<file path="src/rtl/fifo_access_sched.sv">
// Write/read access scheduler for a 16x4 synchronous FIFO: round-robin
// bounded-burst writers plus one reader, never both enables in one cycle.
// Ports: clk, reset (async active-low), req/wdata/gnt (writers),
// rd_req/rd_gnt (reader), fifo_full/fifo_empty in, fifo_wen/fifo_ren/
// fifo_datain out. Define FIFO_ACCESS_SCHED_STATS_EN to add the
// wr_beats/rd_beats/full_stalls saturating counters.
module fifo_access_sched #(
  parameter int NREQ      = 4,
  parameter int DW        = 4,
  parameter int MAX_BURST = 4
) (
  input  logic             clk,
  input  logic             reset,
  input  logic [NREQ-1:0]  req,
  input  logic [NREQ*DW-1:0] wdata,
  output logic [NREQ-1:0]  gnt,
  input  logic             rd_req,
  output logic             rd_gnt,
  input  logic             fifo_full,
  input  logic             fifo_empty,
  output logic             fifo_wen,
  output logic             fifo_ren,
  output logic [DW-1:0]    fifo_datain
`ifdef FIFO_ACCESS_SCHED_STATS_EN
  ,
  output logic [15:0]      wr_beats,
  output logic [15:0]      rd_beats,
  output logic [15:0]      full_stalls
`endif
);

  localparam int PW = (NREQ > 1) ? $clog2(NREQ) : 1;

  typedef enum logic {
    IDLE,
    WR_BURST
  } state_t;

  typedef enum logic {
    OP_RD,
    OP_WR
  } op_t;

  state_t          state_q, state_d;
  op_t             last_op_q, last_op_d;
  logic [PW-1:0]   owner_q, owner_d;
  logic [PW-1:0]   rr_ptr_q, rr_ptr_d;
  logic [3:0]      beat_cnt_q, beat_cnt_d;

  logic            wr_pend;
  logic            rd_pend;
  logic            found;
  logic [PW-1:0]   win;
  logic [NREQ-1:0] gnt_c;
  logic            rd_c;
  logic [3:0]      beat_nxt;

  function automatic logic [PW-1:0] ptr_inc(
    input logic [PW-1:0] p
  );
    if (p == PW'(NREQ-1)) return '0;
    return p + PW'(1);
  endfunction

  assign wr_pend  = (|req) & ~fifo_full;
  assign rd_pend  = rd_req & ~fifo_empty;
  assign beat_nxt = beat_cnt_q + 4'd1;

  // First requester at or after rr_ptr, wrapping modulo NREQ.
  always_comb begin
    int idx;
    logic [PW-1:0] idx_p;
    found = 1'b0;
    win   = '0;
    idx   = 0;
    idx_p = '0;
    for (int k = 0; k < NREQ; k++) begin
      idx = int'(rr_ptr_q) + k;
      if (idx >= NREQ) idx = idx - NREQ;
      idx_p = PW'(idx);
      if (!found && req[idx_p]) begin
        found = 1'b1;
        win   = idx_p;
      end
    end
  end

  always_comb begin
    state_d    = state_q;
    owner_d    = owner_q;
    rr_ptr_d   = rr_ptr_q;
    beat_cnt_d = beat_cnt_q;
    last_op_d  = last_op_q;
    gnt_c      = '0;
    rd_c       = 1'b0;
    unique case (state_q)
      IDLE: begin
        if (rd_pend &&
            (last_op_q == OP_WR || !wr_pend)) begin
          rd_c      = 1'b1;
          last_op_d = OP_RD;
        end else if (wr_pend && found) begin
          gnt_c[win] = 1'b1;
          owner_d    = win;
          beat_cnt_d = 4'd1;
          last_op_d  = OP_WR;
          if (MAX_BURST == 1) begin
            rr_ptr_d = ptr_inc(win);
          end else begin
            state_d = WR_BURST;
          end
        end
      end
      WR_BURST: begin
        if (req[owner_q] && !fifo_full) begin
          gnt_c[owner_q] = 1'b1;
          beat_cnt_d     = beat_nxt;
          if (beat_nxt == 4'(MAX_BURST)) begin
            state_d  = IDLE;
            rr_ptr_d = ptr_inc(owner_q);
          end
        end else begin
          // Owner dropped or FIFO filled: burn one bubble, re-arbitrate.
          state_d  = IDLE;
          rr_ptr_d = ptr_inc(owner_q);
        end
      end
      default: state_d = IDLE;
    endcase
  end

  always_ff @(posedge clk or negedge reset) begin
    if (!reset) begin
      state_q    <= IDLE;
      owner_q    <= '0;
      rr_ptr_q   <= '0;
      beat_cnt_q <= '0;
      last_op_q  <= OP_RD;
    end else begin
      state_q    <= state_d;
      owner_q    <= owner_d;
      rr_ptr_q   <= rr_ptr_d;
      beat_cnt_q <= beat_cnt_d;
      last_op_q  <= last_op_d;
    end
  end

  // Outputs are forced low whenever reset is held, independent of state.
  assign gnt      = reset ? gnt_c : '0;
  assign rd_gnt   = reset & rd_c;
  assign fifo_wen = |gnt;
  assign fifo_ren = rd_gnt;

  always_comb begin
    fifo_datain = '0;
    for (int i = 0; i < NREQ; i++) begin
      if (gnt[i]) fifo_datain = fifo_datain | wdata[i*DW +: DW];
    end
  end

`ifdef FIFO_ACCESS_SCHED_STATS_EN
  logic [15:0] wr_beats_q, wr_beats_d;
  logic [15:0] rd_beats_q, rd_beats_d;
  logic [15:0] full_stalls_q, full_stalls_d;

  function automatic logic [15:0] sat_inc(
    input logic [15:0] v,
    input logic        en
  );
    if (en && v != 16'hFFFF) return v + 16'd1;
    return v;
  endfunction

  always_comb begin
    wr_beats_d    = sat_inc(wr_beats_q, fifo_wen);
    rd_beats_d    = sat_inc(rd_beats_q, fifo_ren);
    full_stalls_d = sat_inc(full_stalls_q,
                            (|req) & fifo_full);
  end

  always_ff @(posedge clk or negedge reset) begin
    if (!reset) begin
      wr_beats_q    <= '0;
      rd_beats_q    <= '0;
      full_stalls_q <= '0;
    end else begin
      wr_beats_q    <= wr_beats_d;
      rd_beats_q    <= rd_beats_d;
      full_stalls_q <= full_stalls_d;
    end
  end

  assign wr_beats    = wr_beats_q;
  assign rd_beats    = rd_beats_q;
  assign full_stalls = full_stalls_q;
`endif

endmodule
</file>
<file path="config.mk">
export PLATFORM = sky130hd
export DESIGN_NAME = fifo_access_sched
export DESIGN_NICKNAME = d
export VERILOG_FILES = /design/src/rtl/fifo_access_sched.sv
export SDC_FILE = /design/constraint.sdc
export NUM_CORES = 1
export LEC_CHECK = 0
export BUFFER_PORTS_ARGS = -buffer_cell sky130_fd_sc_hd__buf_2
export CORE_UTILIZATION = 53
export CTS_CLUSTER_DIAMETER = 30
export DETAILED_ROUTE_END_ITERATION = 7
export MAX_ROUTING_LAYER = met4
export PLACE_DENSITY = 0.9
export SLEW_MARGIN = 30
export SYNTH_ARGS = -nofsm -noshare
export SYNTH_HDL_FRONTEND = slang
export SYNTH_SLANG_ARGS = --single-unit
</file>
<file path="constraint.sdc">
create_clock -name clk -period 4.7 [get_ports clk]
set_input_delay 0.47 -clock clk [delete_from_list [all_inputs] [get_ports clk]]
set_output_delay 0.47 -clock clk [all_outputs]
set_load 0.1 [all_outputs]
</file>
==> impl_metrics.csv, run 1 <==
group,metric,value,unit
worst_setup_path,reg2reg_slack,2.99,ns
route,firstDrtPassIters,4,
outcome,status,"finished clean",
yosys,synthesis.nets,146,
worst_setup_path,startpoint_type,"input pin",
grt,grt_max_degree,15,
floorplanning,die_area,2090,um2
placement,gp_congestion,0.773,
sta,setup_viol,0,
yosys,yosysSeqAreaShare,0.248,
worst_setup_path,worstSetupEndpointType,"primary output",
final_layout,final_common_cell,"buf_2",
final_layout,layout_common_cells,"buf_2, nand2_1, dfrtp_1",
route,drc,0,
yosys,yosysUniqueCellTypes,40,
hold_path,hp-class,"in -> async",
sta,setup_ws,1.99,ns
power,p_sw,341,uW
sta,grt_setup_unrepaired,"no",
clock_network,h-tree-depth,1,
route,vias,1037,
sta,worst_hold_slack,0.0658,ns
clock_network,cts_resized,0,
sta,fmaxAchievable,0.368,GHz
placement,placed_cells,170,
sta,setup_tns,0,ns
power,p_int,315,uW
route,first_iter_violations,22,
placement,preCtsSetupSlack,2.01,ns
placement,dp_hpwl,1890,um
power,power,656,uW
placement,io_buffers,35,
worst_setup_path,critPathMaxStageDelay,0.53,ns
floorplanning,rows,15,
final_layout,diodes,0,
grt,grt_pass1_vias,923,
final_layout,multi_input_area,704,um2
sta,period_needed,2.71,ns
clock_network,cts_tree,"done",
grt,grtUsageTotal,0.255,
yosys,synthCells,115,
route,routed_wl,2370,um
clock_network,postCtsSetupRepairBufs,0,
clock_network,clk_pin_slew,0.07,ns
final_layout,drive_above_1_share,0.329,
clock_network,cts_buffers,3,
power,power_density,541,nW/um2
clock_network,clock_latency,0.27,ns
clock_network,hold_buffers,0,
worst_setup_path,crit_required,4.23,ns
sta,hold_viol_final,0,
floorplanning,ios,36,
power,clkPwrFrac,0.117,
final_layout,fin_cells,174,
final_layout,fillers,159,
floorplanning,die_y,45.7,um
power,power.share.switching,0.520,
sta,skew,0.0109,ns
worst_setup_path,cp_max_fo,11,
power,seqPwrFrac,0.259,
floorplanning,start_util,0.573,
final_layout,fin_nets,181,
grt,grt_pass1_wl,3730,um
route,wl_per_cell,13.6,um
floorplanning,core,1760,um2
floorplanning,fp.dieW,45.7,um
yosys,syn_area,1010,um2
clock_network,ctsLongestPathBuffers,2,
yosys,syn_area_per_cell,8.79,um2
yosys,synth_seq_cells,10,
sta,final.period_utilization,0.577,
grt,antenna_found_initial,0,
power,comb_power_share,0.624,
final_layout,seq_area,250,um2
sta,slew_headroom,0.602,
worst_setup_path,r2r_end,"rr_ptr_q[1]",
worst_setup_path,path_class,"in -> out",
clock_network,clkSinkCount,10,
grt,grt-ovfl-total,0,
worst_setup_path,slowest_stage,"o32a_1",
yosys,ys_warn_count,0,
power,peakVddDrop,280,uV
worst_setup_path,crit_top_cell,"buf_2",
final_layout,synthToLayoutAreaGrowth,19.9,%
power,power.leakage,0.587,nW
sta,tightest_slew,0.592,ns
clock_network,root_buffer,"clkbuf_4",
route,ant_nets,0,
worst_setup_path,ff2ff_path_depth,6,
sta,report.final.slew_viol_count,0,
worst_setup_path,r2r_start,"beat_cnt_q[0]",
flow_run,cap_viol_max_count,0,
route,via_per_inst,5.96,
worst_setup_path,worstPathCellList,"buf_2 -> nand2b_1 -> a21oi_1 -> o32a_1 -> mux2i_1 -> o221ai_1 -> buf_2",
worst_setup_path,cp.arrival,2.24,ns
[layer usage]
layer	global-route usage	routed length [um]
met5	-	0
met4	0.0606	8
met3	0.0635	167
met2	0.394	1150
met1	0.333	1050
[registers in the layout, summed over array words and instances (netlist names)]
signal,cells
beat_cnt_q,4
owner_q,2
rr_ptr_q,2
last_op_q,1
state_q,1
[critical path, delay by kind of cell]
family                 cells  cell delay, ns
AO/OA/AOI/OAI              3            0.85
buffers and inverters      2            0.58
AND/OR/NAND/NOR            1            0.16
multiplexers               1            0.16
[power groups by stage]
stage / clock network (mW) / registers, mW / logic, mW
5_1_grt: 0.0842 / 0.177 / 0.442
3_3_place_gp: 0 / 0.166 / 0.397
4_1_cts: 0.0790 / 0.169 / 0.409
3_5_place_dp: 0 / 0.171 / 0.408
6_report: 0.0771 / 0.170 / 0.409
2_1_floorplan: 0 / 0.153 / 0.353
[how the worst max path moves through the flow]
stage,cells past startpoint,from,to
after floorplan,6,req[1],gnt[0]
after detailed placement,7,req[1],gnt[3]
after CTS,6,rr_ptr_q[0],fifo_datain[1]
final,7,req[1],fifo_datain[1]
after global placement,7,req[1],fifo_datain[3]
after global routing,6,rr_ptr_q[0],fifo_datain[1]
[metrics by stage]
| step | utilization | instance area (um2) |
|---|---|---|
| floorplan | - | 1010 |
| global placement | 0.667 | 1180 |
| detailed placement | 0.667 | 1180 |
| CTS | 0.687 | 1210 |
| global route | 0.687 | 1210 |
| finish | 0.687 | 1210 |
[cells in the mapped netlist (all sizes together)]
cell type	number	area [um2]
nand2	18	67.6
dfrtp	10	250
mux2i	9	90.1
o21ai	9	48.8
a22oi	8	60.1
ha	6	75.1
buf	4	37.5
inv	4	15.0
nand2b	4	25.0
nor2b	4	32.5
o221ai	4	35.0
a21oi	3	15.0
mux2	3	33.8
nand3	3	15.0
nor2	3	11.3
a32o	2	20.0
nand4	2	12.5
nor3	2	15.0
a21boi	1	7.51
and2	1	6.26
and3	1	11.3
and3b	1	8.76
clkbuf	1	3.75
mux4	1	22.5
nand3b	1	7.51
nand4b	1	8.76
nor4	1	6.26
nor4bb	1	10.0
o21a	1	7.51
o22a	1	8.76
o31a	1	8.76
o32a	1	10.0
o32ai	1	8.76
o41ai	1	8.76
or2	1	6.26
[final cells by class]
| class | count | area share |
|---|---|---|
| inverter | 4 | 0.0124 |
| tap | 25 | 0.0258 |
| sequential | 10 | 0.206 |
| multi-input combinational | 96 | 0.581 |
| clock buffer | 4 | 0.0299 |
| timing repair buffer | 35 | 0.144 |
[cells by family after synthesis]
logic type | Yosys count | synth area share
DFF | 10 | 0.248
and+or+nand+nor | 44 | 0.241
adders and majority gates | 6 | 0.0743
muxes | 13 | 0.145
buffers and inverters | 9 | 0.0557
AOI/OAI and AO/OA | 33 | 0.236
Power figures use the tool's default switching activity.
==> run 2: changes to the inputs <==
--- a/config.mk
+++ b/config.mk
@@ -6,11 +6,11 @@
 export NUM_CORES = 1
 export LEC_CHECK = 0
 export BUFFER_PORTS_ARGS = -buffer_cell sky130_fd_sc_hd__buf_2
-export CORE_UTILIZATION = 53
+export CORE_UTILIZATION = 44
 export CTS_CLUSTER_DIAMETER = 30
 export DETAILED_ROUTE_END_ITERATION = 7
 export MAX_ROUTING_LAYER = met4
-export PLACE_DENSITY = 0.9
+export PLACE_DENSITY = 0.81
 export SLEW_MARGIN = 30
 export SYNTH_ARGS = -nofsm -noshare
 export SYNTH_HDL_FRONTEND = slang
==> constraint.sdc (replaced) <==
create_clock -name clk -period 2.2 [get_ports clk]
set_input_delay 0.22 -clock clk [delete_from_list [all_inputs] [get_ports clk]]
set_output_delay 0.22 -clock clk [all_outputs]
set_load 0.1 [all_outputs]
==> run 2 against run 1 <==
Net effect:
- the run now ends with negative setup slack left
- die area rose by 20%
- clock power rose by 120%
- worst setup slack got worse by 2.0 ns
- sequential power rose by 100%
- final cell count rose by 6.9%
- cell area rose by 27%
- critical path depth fell by 1
- largest power group unchanged
- highest routed layer unchanged
==> impl_metrics.csv, run 2 (synthesis results as in run 1) <==
group,metric,value,unit
route,via_per_inst,5.88,
grt,antenna_found_initial,0,
worst_setup_path,path_buf_inv,4,
clock_network,h-tree-depth,1,
sta,skew,0.00825,ns
worst_setup_path,path_class,"in -> out",
floorplanning,fp.dieW,49.9,um
sta,hold_viol_final,0,
worst_setup_path,startpoint,"reset",
flow_run,cap_viol_max_count,0,
grt,grt_max_degree,14,
final_layout,synthToLayoutAreaGrowth,52.8,%
worst_setup_path,path_delay_family,"buffers and inverters",
placement,gp_congestion,0.785,
route,first_iter_violations,23,
sta,report.final.slew_viol_count,0,
route,wl_per_cell,15.5,um
final_layout,drive_above_1_share,0.491,
worst_setup_path,ff2ff_path_depth,6,
route,drc,0,
final_layout,largest_register,"beat_cnt_q",
final_layout,diodes,0,
power,seqPwrFrac,0.201,
placement,io_buffers,35,
final_layout,fin_nets,191,
grt,grtUsageTotal,0.262,
outcome,violations,"negative setup slack",
floorplanning,rows,16,
clock_network,clock_latency,0.27,ns
clock_network,ctsLongestPathBuffers,2,
worst_setup_path,critPathMaxStageDelay,0.53,ns
worst_setup_path,crit_top_cell,"buf_2",
power,power.leakage,0.675,nW
worst_setup_path,r2r_start,"beat_cnt_q[0]",
grt,grt_pass1_vias,1042,
worst_setup_path,slowest_stage,"dlygate4sd3_1",
worst_setup_path,reg2reg_slack,0.43,ns
worst_setup_path,cp.depth,6,
sta,grt_setup_unrepaired,"yes",
hold_path,min_from,"fifo_full",
sta,slew_headroom,0.681,
route,routed_wl,2880,um
power,peakVddDrop,726,uV
sta,period_needed,2.21,ns
power,p_sw,833,uW
grt,grt-ovfl-total,0,
clock_network,clkSinkCount,10,
placement,preCtsSetupSlack,0.271,ns
final_layout,layout_common_cells,"buf_2, nand2_1, dfrtp_1, buf_12, a22oi_1",
power,p_int,886,uW
sta,tightest_slew,0.483,ns
route,firstDrtPassIters,4,
final_layout,top_regs,"beat_cnt_q (4), owner_q (2), rr_ptr_q (2)",
worst_setup_path,startpoint_type,"input pin",
outcome,status,"finished, violations left",
final_layout,largest_register_ffs,4,
final_layout,final_common_cell,"buf_2",
power,clkPwrFrac,0.099,
sta,fmaxAchievable,0.452,GHz
hold_path,hold_depth,4,
grt,grt_pass1_wl,4770,um
clock_network,cts_buffers,3,
clock_network,cts_tree,"done",
floorplanning,start_util,0.490,
route,ant_nets,0,
worst_setup_path,worstSetupEndpointType,"primary output",
worst_setup_path,worstPathCellList,"dlygate4sd3_1 -> buf_2 -> buf_4 -> nor4bb_1 -> o31a_2 -> buf_2",
floorplanning,die_area,2490,um2
floorplanning,core,2060,um2
worst_setup_path,cp_max_fo,13,
sta,final.period_utilization,1.01,
clock_network,clk_pin_slew,0.07,ns
power,power.share.switching,0.484,
power,comb_power_share,0.700,
sta,setup_ws,-0.0135,ns
worst_setup_path,crit_required,1.98,ns
route,vias,1094,
clock_network,root_buffer,"clkbuf_4",
worst_setup_path,cp.arrival,1.99,ns
placement,dp_hpwl,2170,um
hold_path,hp-class,"in -> reg",
power,power_density,1110,nW/um2
floorplanning,die_y,49.9,um
sta,setup_viol,2,
floorplanning,ios,36,
sta,setup_tns,-0.0263,ns
## run 2: metrics by stage
step,area (um2),utilization,power (mW),hold WS (ns),std cells
final,1550,0.749,1.72,0.318,186
after global routing,1550,0.749,1.83,0.328,186
after CTS,1450,0.703,1.59,0.298,183
after detailed placement,1400,0.680,1.41,0.176,178
after global placement,1400,0.680,1.38,0.173,178
after floorplan,1050,-,1.11,-0.0756,115
## run 2: area by class of cell
type                       count  area (um2)
multi-input combinational     96         813
fill                         152         517
timing repair buffer          45         395
sequential                    10         251
clock buffer                   4        36.3
tap                           27        33.8
inverter                       4        15.0
## run 2: final timing paths
| check | end |
|---|---|
| max | rd_gnt |
| min | beat_cnt_q[1] |
| max reg2reg | rr_ptr_q[1] |
| min reg2reg | last_op_q |
| max in group asynchronous | owner_q[0] |
| min in group asynchronous | beat_cnt_q[2] |
## run 2: power by group through the flow
| stage | logic (mW) | clock network, mW | registers, mW |
|---|---|---|---|
| finish | 1.20 | 0.170 | 0.346 |
| global route | 1.28 | 0.188 | 0.359 |
| CTS | 1.07 | 0.175 | 0.345 |
| detailed placement | 1.07 | 0 | 0.347 |
| global placement | 1.04 | 0 | 0.339 |
| floorplan | 0.786 | 0 | 0.327 |
## run 2: timing repair
item,in CTS,in global routing
setup endpoints to repair,7,11
pin swaps,0,4
setup buffers,0,3
gates cloned,0,0
hold buffers,1,0
endpoints found under the hold margin,10,0
gates resized for setup,1,16
## run 2: worst min-delay path, delay by kind of cell
family	cells	cell delay [ns]
AND/OR/NAND/NOR	3	0.20
buffers and inverters	1	0.14
## run 2: routing by layer
metal / up-vias / GRT usage / routed length, um
met4: 0 / 0.110 / 25
met2: 44 / 0.448 / 1560
met3: 4 / 0.0525 / 146
met1: 516 / 0.295 / 1150
met5: - / - / 0
li1: 530 / - / -
==> run 3: changes to the inputs <==
--- a/config.mk
+++ b/config.mk
@@ -5,7 +5,7 @@
 export SDC_FILE = /design/constraint.sdc
 export NUM_CORES = 1
 export LEC_CHECK = 0
-export BUFFER_PORTS_ARGS = -buffer_cell sky130_fd_sc_hd__buf_2
+export BUFFER_PORTS_ARGS = -buffer_cell sky130_fd_sc_hd__buf_4
 export CORE_UTILIZATION = 44
 export CTS_CLUSTER_DIAMETER = 30
 export DETAILED_ROUTE_END_ITERATION = 7
==> run 3 against run 2 <==
Net effect:
- the flow now finishes without violations
- first-iteration DRC count increased by 22%
- worst setup slack improved by 0.071 ns
- fmax increased by 3.3%
- critical endpoint is now fifo_datain[1]
- largest power group unchanged
==> impl_metrics.csv, run 3 (synthesis results as in run 1) <==
group,metric,value,unit
sta,worst_hold_slack,0.338,ns
clock_network,clk_pin_slew,0.07,ns
worst_setup_path,startpoint_type,"register",
final_layout,fillers,161,
worst_setup_path,crit_required,1.98,ns
clock_network,clock_latency,0.28,ns
sta,grt_setup_unrepaired,"no",
route,routed_wl,2900,um
placement,io_buffers,35,
final_layout,drive_above_1_share,0.447,
grt,grt-ovfl-total,0,
worst_setup_path,cp_max_fo,5,
sta,skew,0.00371,ns
clock_network,root_buffer,"clkbuf_4",
sta,final.period_utilization,0.974,
power,power_density,1080,nW/um2
route,firstDrtPassIters,4,
clock_network,cts_buffers,3,
sta,fmaxAchievable,0.467,GHz
placement,dp_hpwl,2100,um
sta,slew_headroom,0.770,
clock_network,h-tree-depth,1,
power,power.leakage,0.684,nW
sta,period_needed,2.14,ns
route,first_iter_violations,28,
floorplanning,die_area,2490,um2
clock_network,ctsLongestPathBuffers,2,
floorplanning,ios,36,
worst_setup_path,ff2ff_path_depth,6,
floorplanning,rows,16,
grt,grt_pass1_vias,1084,
final_layout,largest_register,"beat_cnt_q",
final_layout,layout_common_cells,"buf_4, nand2_1, mux2i_1",
route,via_per_inst,6.04,
worst_setup_path,reg2reg_slack,0.43,ns
sta,tightest_slew,0.340,ns
grt,grtUsageTotal,0.256,
hold_path,hp-class,"in -> reg",
final_layout,final_common_cell,"buf_4",
worst_setup_path,cp.arrival,1.92,ns
route,wl_per_cell,15.6,um
clock_network,cts_tree,"done",
floorplanning,die_y,49.9,um
outcome,status,"finished clean",
floorplanning,core,2060,um2
sta,setup_tns,0,ns
final_layout,fin_nets,191,
power,peakVddDrop,639,uV
sta,setup_viol,0,
clock_network,clkSinkCount,10,
floorplanning,start_util,0.490,
final_layout,diodes,0,
flow_run,cap_viol_max_count,0,
placement,gp_congestion,0.813,
floorplanning,fp.dieW,49.9,um
grt,grt_max_degree,14,
sta,hold_viol_final,0,
final_layout,largest_register_ffs,4,
route,drc,0,
final_layout,synthToLayoutAreaGrowth,48.3,%
final_layout,top_regs,"beat_cnt_q (4), owner_q (2), rr_ptr_q (2)",
route,ant_nets,0,
route,vias,1123,
hold_path,hold_depth,3,
power,power,1.62,mW
worst_setup_path,worstSetupEndpointType,"primary output",
sta,setup_ws,0.0573,ns
worst_setup_path,path_class,"reg -> out",
grt,antenna_found_initial,0,
grt,grt_pass1_wl,4690,um
placement,preCtsSetupSlack,0.0650,ns
sta,report.final.slew_viol_count,0,
run 3: changes by cell type in the layout (fill, tap and decap cells not counted), sizes merged:
cell | before | now
and3 | 1 | 2
buf | 44 | 43
run 3: what timing repair did:
item | in CTS | in global routing
pin swaps | 0 | 2
gates cloned | 0 | 1
endpoints found under the setup margin | 9 | 9
buffers inserted | 1 | 3
endpoints found under the hold margin | 10 | 0
hold buffers | 1 | 0
gates resized for setup | 9 | 11
run 3: final timing paths:
check	startpoint	end
worst max-delay path	owner_q[0]	fifo_datain[1]
worst min-delay path	fifo_full	last_op_q
worst max register to register	owner_q[0]	rr_ptr_q[1]
worst min register to register	last_op_q	last_op_q
max in group asynchronous	reset	rr_ptr_q[1]
min in group asynchronous	reset	state_q
run 3: through the flow:
step / cell area, um2 / utilization / instances
floorplan: 1050 / - / 115
global placement: 1340 / 0.650 / 176
detailed placement: 1340 / 0.650 / 176
CTS: 1420 / 0.690 / 182
global route: 1500 / 0.727 / 186
finish: 1500 / 0.727 / 186
run 3: cell type report:
type                    count  area (um2)  share of cell area
inverters                   4        15.0              0.0100
multi-input cells          97         783               0.523
clock buffers               4        36.3              0.0242
flip-flops and latches     10         253               0.169
well taps                  27        33.8              0.0225
repair buffers             44         378               0.252
run 3: where the power goes:
part           internal (mW)  switching (mW)  leakage, nW  total, mW
combinational          0.446           0.648        0.544       1.09
clock                  0.101          0.0720       0.0210      0.173
sequential             0.260          0.0880        0.120      0.348
run 3: worst max-delay path, stage by stage, from the launching register on:
cell      delay (ns)
dfrtp_2         0.37
mux4_2          0.50
nor2b_4         0.17
and3_2          0.23
nand2_1         0.09
o221ai_2        0.10
buf_6           0.20
run 3: routing by layer:
layer  track usage  share of wire  wire length [um]
met1         0.295           0.40              1160
met2         0.459           0.52              1520
met3        0.0278          0.060               175
met4        0.0810          0.016                45
met5             -              0                 0
